**src/rtl/pc_stack_counter.sv**
```systemverilog
// pc_stack_counter
//   Fetch-stage program counter with an integrated return-address stack.
//   Each enabled cycle performs exactly one operation. Priority is
//   ret > call > load > sequential advance by STEP.
//   All PC arithmetic wraps modulo 2^WIDTH.
//   Stack misuse sets sticky error flags. The flags never alter PC or
//   stack behaviour.
//
// Ports
//   clk        rising-edge clock
//   rst        asynchronous, active-high reset
//   enab       advance enable; 0 = stall (PC/stack hold, op strobes ignored)
//   load       jump to target
//   call       push pc_out+STEP, then jump to target
//   ret        pop top of stack into PC (RESET_PC if stack empty)
//   target     jump/call destination
//   clr_err    clear sticky error flags (a coincident new error wins)
//   pc_out     current PC (registered)
//   sp_out     number of valid stack entries, 0..DEPTH
//   stk_full   sp_out == DEPTH
//   stk_empty  sp_out == 0
//   err_ovf    sticky: call while stack full
//   err_udf    sticky: ret while stack empty

module pc_stack_counter #(
    parameter int WIDTH    = 5,
    parameter int DEPTH    = 4,
    parameter int STEP     = 1,
    parameter int RESET_PC = 0,
    localparam int SPW     = $clog2(DEPTH + 1)
) (
    input  logic             clk,
    input  logic             rst,
    input  logic             enab,
    input  logic             load,
    input  logic             call,
    input  logic             ret,
    input  logic [WIDTH-1:0] target,
    input  logic             clr_err,
    output logic [WIDTH-1:0] pc_out,
    output logic [SPW-1:0]   sp_out,
    output logic             stk_full,
    output logic             stk_empty,
    output logic             err_ovf,
    output logic             err_udf
);

    // Index width is at least 1 so DEPTH=1 still has a legal array index.
    // The array is sized to the full index range, so reading at sp-1 when
    // sp==0 stays in bounds. That read result is not used.
    localparam int IDXW = (DEPTH > 1) ? $clog2(DEPTH) : 1;

    logic [WIDTH-1:0] pc_q, pc_d;
    logic [SPW-1:0]   sp_q, sp_d;
    logic             err_ovf_q, err_ovf_d;
    logic             err_udf_q, err_udf_d;
    logic             push_en;
    logic [WIDTH-1:0] ret_addr;
    logic [WIDTH-1:0] stack_q [2**IDXW];

    logic full, empty;

    assign full     = (sp_q == SPW'(DEPTH));
    assign empty    = (sp_q == '0);
    assign ret_addr = pc_q + WIDTH'(STEP);

    always_comb begin
        pc_d      = pc_q;
        sp_d      = sp_q;
        push_en   = 1'b0;
        err_ovf_d = err_ovf_q;
        err_udf_d = err_udf_q;

        // Clear first so that a same-cycle error event below overrides it.
        if (clr_err) begin
            err_ovf_d = 1'b0;
            err_udf_d = 1'b0;
        end

        if (enab) begin
            if (ret) begin
                if (!empty) begin
                    pc_d = stack_q[IDXW'(sp_q - SPW'(1))];
                    sp_d = sp_q - SPW'(1);
                end else begin
                    pc_d      = WIDTH'(RESET_PC);
                    err_udf_d = 1'b1;
                end
            end else if (call) begin
                pc_d = target;
                if (!full) begin
                    push_en = 1'b1;
                    sp_d    = sp_q + SPW'(1);
                end else begin
                    err_ovf_d = 1'b1;
                end
            end else if (load) begin
                pc_d = target;
            end else begin
                pc_d = ret_addr;
            end
        end
    end

    always_ff @(posedge clk or posedge rst) begin
        if (rst) begin
            pc_q      <= WIDTH'(RESET_PC);
            sp_q      <= '0;
            err_ovf_q <= 1'b0;
            err_udf_q <= 1'b0;
        end else begin
            pc_q      <= pc_d;
            sp_q      <= sp_d;
            err_ovf_q <= err_ovf_d;
            err_udf_q <= err_udf_d;
        end
    end

    // Stack storage has no reset. Entries at or above sp are never read
    // back, so their contents after reset do not matter.
    always_ff @(posedge clk) begin
        if (push_en) begin
            stack_q[IDXW'(sp_q)] <= ret_addr;
        end
    end

    assign pc_out    = pc_q;
    assign sp_out    = sp_q;
    assign stk_full  = full;
    assign stk_empty = empty;
    assign err_ovf   = err_ovf_q;
    assign err_udf   = err_udf_q;

endmodule

```
**config.mk**
```make
export PLATFORM = sky130hd
export DESIGN_NAME = pc_stack_counter
export DESIGN_NICKNAME = d
export VERILOG_FILES = /design/src/rtl/pc_stack_counter.sv
export SDC_FILE = /design/constraint.sdc
export NUM_CORES = 1
export LEC_CHECK = 0
export ABC_AREA = 1
export CAP_MARGIN = 5
export CORE_MARGIN = 1
export CORE_UTILIZATION = 52
export CTS_CLUSTER_DIAMETER = 60
export DETAILED_ROUTE_END_ITERATION = 12
export PLACE_DENSITY = 0.78
export SYNTH_ARGS = -nofsm -noshare
export SYNTH_HDL_FRONTEND = slang
export SYNTH_SLANG_ARGS = --single-unit
```
**constraint.sdc**
```tcl
create_clock -name clk -period 1.95 [get_ports clk]
set_input_delay 0.585 -clock clk [delete_from_list [all_inputs] [get_ports clk]]
set_output_delay 0.585 -clock clk [all_outputs]
set_load 0.03 [all_outputs]
```
==> parameters.txt, run 1 <==
Parameter                              Value

Yosys
  Synth warnings ... 0
  Synth Instances ... 172
  Post-synth cell types ... 19
  Number of storage elements in the synthesis netlist ... 30
  Syn nets ... 190
  Average cell area after synthesis ... 8.87 um2
  Sequential fraction of the synthesis area ... between 50% and 60%
  Cell area after synthesis ... 1530 um2

CTS
  Clock transition at the registers of the reported paths ... 100 ps
  Number of buffers created by CTS ... 5
  Clock insertion delay at the later pin of the skew report ... 330 ps
  Number of levels the H-tree was split into ... 2
  Buffer levels on the longest clock path ... 2
  Root buf cell ... sky130_fd_sc_hd__clkbuf_4
  Number of sinks handled by clock tree synthesis ... 30
  CTS tree ... done

Floorplanning
  Number of placed I/O pins ... 24
  Total Die Area ... 3160 um2
  Chip Width ... 56.2 um
  Die height ... 56.2 um
  Initial standard-cell utilization of the core ... 55.4%
  Core Box Area ... between 2000 and 3000 um2
  Number of core rows ... 19

Place
  Port Buffer Count ... 23
  DPL Wire Length ... approximately 2800 um
  Setup WS pre-CTS ... -96.4 ps
  Final RePlAce weighted congestion ... 0.811

Global routing
  Number of antenna violations at the first check in global routing ... 0
  First-pass GRT wire length ... 6020 um
  Number of global-route vias before repair ... 1310
  Pin count of the biggest net entering global routing ... 14
  Global-route congestion overflow total ... 0
  Total GRT Usage ... between 20% and 30%

STA
  Post-route worst setup slack ... 104 ps
  Clock skew after layout ... between 10 and 15 ps
  Final-report hold violation count ... 0
  Max-slew violation total from the final report ... 0
  Headroom to the max-slew limit ... a little under three quarters
  # setup viols final ... 0
  Clock period minus worst slack ... 1850 ps
  Max Freq ... ~540 MHz
  Fin crit share ... between 90% and 100%
  Worst-Margin Slew ... 431 ps

Detailed routing
  Number of iterations in the first detailed-routing pass ... 5
  Detailed-route via count ... about 1400
  Total Wirelength ... 3820 um
  Antenna Nets Post-Route ... 0
  Number of remaining DRC errors ... 0
  Average wire per standard cell ... 15.2 um
  Detailed router's first-iteration violation count ... 91
  Post-detailed-route via-to-cell ratio ... 5.43

Cells and area
  Area added between synthesis and finish ... 33.8%
  Leading cell type in the layout, fill and taps excluded ... sky130_fd_sc_hd__nand2_1
  Antenna cell count ... 0
  Ratio of cells with drive above 1 in the final layout ... 19.1%
  Nets ... 237
  Commonest cells after routing, fill and taps aside ... sky130_fd_sc_hd__nand2_1 (54), sky130_fd_sc_hd__nand3_1 (23), sky130_fd_sc_hd__buf_4 (21), sky130_fd_sc_hd__edfxtp_1 (20), sky130_fd_sc_hd__nor2_1 (17)

Worst setup path
  Kind of start point of the critical path ... flip-flop
  Capturing element type of the critical path ... output port
  Critical-path maximum fanout ... 3
  Critical path class ... flip-flop to output port
  Endpoint arrival time on the critical path ... 1260 ps
  Required time of the worst setup path ... between 1000 and 1500 ps

Power
  Worst IR Drop VDD ... ~1300 uV
  PD cells ... approximately 1500 nW/um2
  Post-layout total power ... roughly 3.1 mW
  Pleak ... a little under 1 nW

Hold path
  Worst Hold Class ... flip-flop to flip-flop

Job
  Number of maximum-capacitance constraint violations ... 0

Outcome
  Run status ... complete, no violations
power by group:
part	switching [mW]	internal, mW	leakage, nW
combinational	0.967	0.600	0.608
clock	0.217	0.395	0.0528
sequential	0.0840	0.872	0.308
total	1.27	1.87	0.969
critical path, cell delays in order (launching register included):
cell	delay, ps
sky130_fd_sc_hd__dfrtp_1	410
sky130_fd_sc_hd__inv_2	90
sky130_fd_sc_hd__ha_4	150
sky130_fd_sc_hd__nand2_2	70
sky130_fd_sc_hd__inv_2	90
sky130_fd_sc_hd__buf_6	130
registers in the layout, indices dropped and copies added (netlist names):
signal / count
err_ovf: 1
sp_out: 3
stack_q: 20
err_udf: 1
pc_out: 5
per-stage QoR:
stage | instance area, um2 | setup TNS [ps] | std cells | hold slack, ps | utilization (%)
2_1_floorplan | 1530 | 0 | 172 | 425 | -
3_3_place_gp | 1880 | -1470 | 236 | 466 | 68.1
3_5_place_dp | 1880 | -1670 | 236 | 489 | 68.1
4_1_cts | 2010 | 0 | 249 | 511 | 72.9
5_1_grt | 2040 | -31.8 | 251 | 528 | 74.0
6_report | 2040 | 0 | 251 | 502 | 74.0
per-layer routing:
metal	GRT usage (%)	up-vias	part of all wire, %
li1	-	644	-
met1	29.8	655	41
met2	44.9	51	51
met3	8.14	12	5.9
met4	12.2	0	2.6
met5	0	-	0
path summary, 6_finish.rpt:
kind,slack (ps),start,cells after the start,to
setup / recovery,100,sp_out[0],5,stk_full
hold / removal,500,err_udf,2,err_udf
setup reg to reg,430,sp_out[1],6,stack_q[0][1]
hold reg to reg,500,err_udf,2,err_udf
max in group asynchronous,1100,rst,2,pc_out[2]
min in group asynchronous,540,rst,2,err_udf
what timing repair did:
action,in CTS,in global routing
setup buffers,5,2
setup endpoints to repair,12,2
gates resized for setup,14,4
gates cloned,0,0
hold buffers,0,0
pin swaps,1,1
cell families after synthesis:
kind of cell	Yosys count	share of synthesized area [%]
DFF	30	55.7
buffers and inverters	24	6.39
AOI/OAI and AO/OA	4	1.31
xor gates and xnor gates	4	2.30
adders and majority gates	6	4.92
and+or+nand+nor	104	29.3
synthesized netlist by cell type (all sizes together):
cell    instances  share of area [%]
ha              6                4.9
inv            20                4.9
dfrtp          10                 16
nand2          56                 14
nor2           22                6.6
o21ai           4                1.3
nand3          23                7.5
nand3b          1               0.49
nand4           2               0.82
xnor2           1               0.57
buf             4                1.5
edfxtp         20                 39
xor2            3                1.7
layout make-up:
| type | count | area (um2) |
|---|---|---|
| multi-input combinational | 118 | 598 |
| inverter | 20 | 75.1 |
| fill | 199 | 716 |
| clock inverter | 3 | 63.8 |
| tap | 31 | 38.8 |
| timing repair buffer | 44 | 378 |
| clock buffer | 5 | 37.5 |
| sequential | 30 | 851 |
Note: power is estimated with default switching activity, not from simulation.
==> run 2: changes to the inputs <==
--- a/config.mk
+++ b/config.mk
@@ -6,6 +6,7 @@
 export NUM_CORES = 1
 export LEC_CHECK = 0
 export ABC_AREA = 1
+export ABC_CLOCK_PERIOD_IN_PS = 1950
 export CAP_MARGIN = 5
 export CORE_MARGIN = 1
 export CORE_UTILIZATION = 52
==> results of run 2 <==
Same layout as run 1: the final DEF is identical, and so are final timing and power.
==> RTL edit, RTL diff (config.mk and constraints of run 2) <==
Change the parameter `WIDTH` from 5 to 10.
--- a/src/rtl/pc_stack_counter.sv
+++ b/src/rtl/pc_stack_counter.sv
@@ -25,3 +25,3 @@
 module pc_stack_counter #(
-    parameter int WIDTH    = 5,
+    parameter int WIDTH    = 10,
     parameter int DEPTH    = 4,
Ports: changed (resized pc_out and target); port bits go from 24 to 34. The function was not compared with the original's and may differ.
==> RTL edit against run 2 <==
Total power up 56%; sequential cell count rose by 25; design area rose by 70%; sequential power up 77%; wire length increased by 61%; count of clock-buffer cells in the layout unchanged; area after synthesis increased by 81%; clock skew grew 0.00098 ns; worst setup slack worse by 0.055 ns; largest cell class unchanged; highest routed layer unchanged.
==> RTL edit: results <==
metrics = {
    "final_layout": {
        "drive_gt1_share_pct": 19.8,
        "largest-register": "stack_q",
        "largest_reg_flops": 40,
        "diodes": 0,
        "layout.nets": 370,
    },
    "hold_path": {
        "worstHoldPathType": "flop to flop",
    },
    "logic_synthesis": {
        "syn_nets": 314,
        "seq_area_frac_synth_pct": 57.0,
        "synth_cell_type_count": 31,
        "ys.warnings.count": 0,
        "synth_common_cells": "nand2_1, nor2_1, edfxtp_1",
        "synthCells": 291,
        "synthArstFlopShare_pct": 27.3,
        "yosys-top-cells-area": "edfxtp_1, dfrtp_1, nand2_1, nor2_1, nand3_1",
        "synth-edff-count": 40,
    },
    "global_routing": {
        "grt_pass1_wl_um": 9570,
        "grt_use_total_pct": 24.0,
        "use_met3_pct": 4.69,
        "antenna_found_initial": 0,
        "grt_pass1_vias": 1926,
        "met2_usage_pct": 37.0,
        "overflow": 0,
        "grt_start_max_net_pins": 27,
        "use_met1_pct": 34.5,
    },
    "route": {
        "wl_met1_um": 2830,
        "wirelength_um": 6150,
        "vias_per_cell": 5.11,
        "wl_met3_um": 381,
        "routed.top_layer": "met4",
        "routed-wl-met2_um": 2860,
        "dr.pass1.iters": 5,
        "drt_iter0_markers": 164,
        "wl_per_cell_um": 14.7,
    },
    "placed_design": {
        "dp_hpwl_um": 4500,
        "placed_area_um2": 3330,
        "pre_cts_slack_ns": -0.150,
        "place_congestion": 0.864,
        "portBuffers": 33,
        "dp_cells": 408,
    },
    "clock_network": {
        "insertion_delay_ns": 0.31,
        "cts_setup_buffers": 0,
        "h-tree-depth": 2,
        "cts_resized": 13,
        "clockBufferDepth": 2,
        "cts_buffers": 5,
        "cts_root_buf": "clkbuf_8",
        "cts_hold_buf": 0,
        "clk_pin_slew_ns": 0.10,
    },
    "setup_path": {
        "critPathMaxFanout": 3,
        "cp.arrival_ns": 1.32,
    },
    "sta": {
        "finClkSkew_ns": 0.0121,
        "slew_headroom_pct": 71.0,
    },
    "outcome": {
        "status": "finished clean",
    },
    "pwr": {
        "ir_drop_mv": 0.757,
        "switchingPower_mw": 2.06,
        "p_leak_nw": 1.52,
    },
}
==> RTL edit: changes by cell type after synthesis, sizes merged, moves of 2 or more <==
cell,run 2,this run
a21oi,0,9
a31oi,0,2
clkbuf,0,3
dfrtp,10,15
edfxtp,20,40
inv,20,29
nand2,56,77
nand3,23,26
nor2,22,47
o21ai,4,21
==> RTL edit: cell type report <==
type                       count  area, um2
multi-input combinational    198       1020
clock buffer                   5       68.8
tap                           70       87.6
sequential                    55       1580
inverter                      30        126
clock inverter                 3       43.8
timing repair buffer          57        554
fill                         412       1630
==> RTL edit: cells by family after synthesis <==
| group | count (synthesis) | synth area share, % |
|---|---|---|
| adder cells (fa/ha/maj) | 6 | 2.71 |
| buffers and inverters | 38 | 7.28 |
| AND/OR/NAND/NOR | 154 | 25.0 |
| XOR/XNOR | 3 | 0.950 |
| AO/OA/AOI/OAI | 35 | 7.05 |
| flip-flops | 55 | 57.0 |
==> RTL edit: worst paths after layout <==
path	end	slack (ns)	startpoint	depth (start not counted)
max	stk_empty	0.05	sp_out[1]	5
min	err_ovf	0.51	err_ovf	2
max reg2reg	stack_q[2][4]	0.29	sp_out[1]	6
min reg2reg	err_ovf	0.51	err_ovf	2
max in group asynchronous	sp_out[0]	1.16	rst	3
min in group asynchronous	pc_out[1]	0.58	rst	3
==> RTL edit: worst max-delay path, stage by stage, from the launching register on <==
cell and delay, ns:
dfrtp_1 0.39, inv_1 0.11, ha_4 0.16, inv_2 0.05, nor2_4 0.15, buf_6 0.15
==> RTL edit: power groups by stage <==
stage	Sequential (mW)	Combinational, mW	Clock, mW
6_report	1.69	2.46	0.755
5_1_grt	1.71	2.69	0.812
4_1_cts	1.69	2.36	0.763
3_5_place_dp	1.71	2.40	0
3_3_place_gp	1.71	2.35	0
2_1_floorplan	1.96	1.35	0
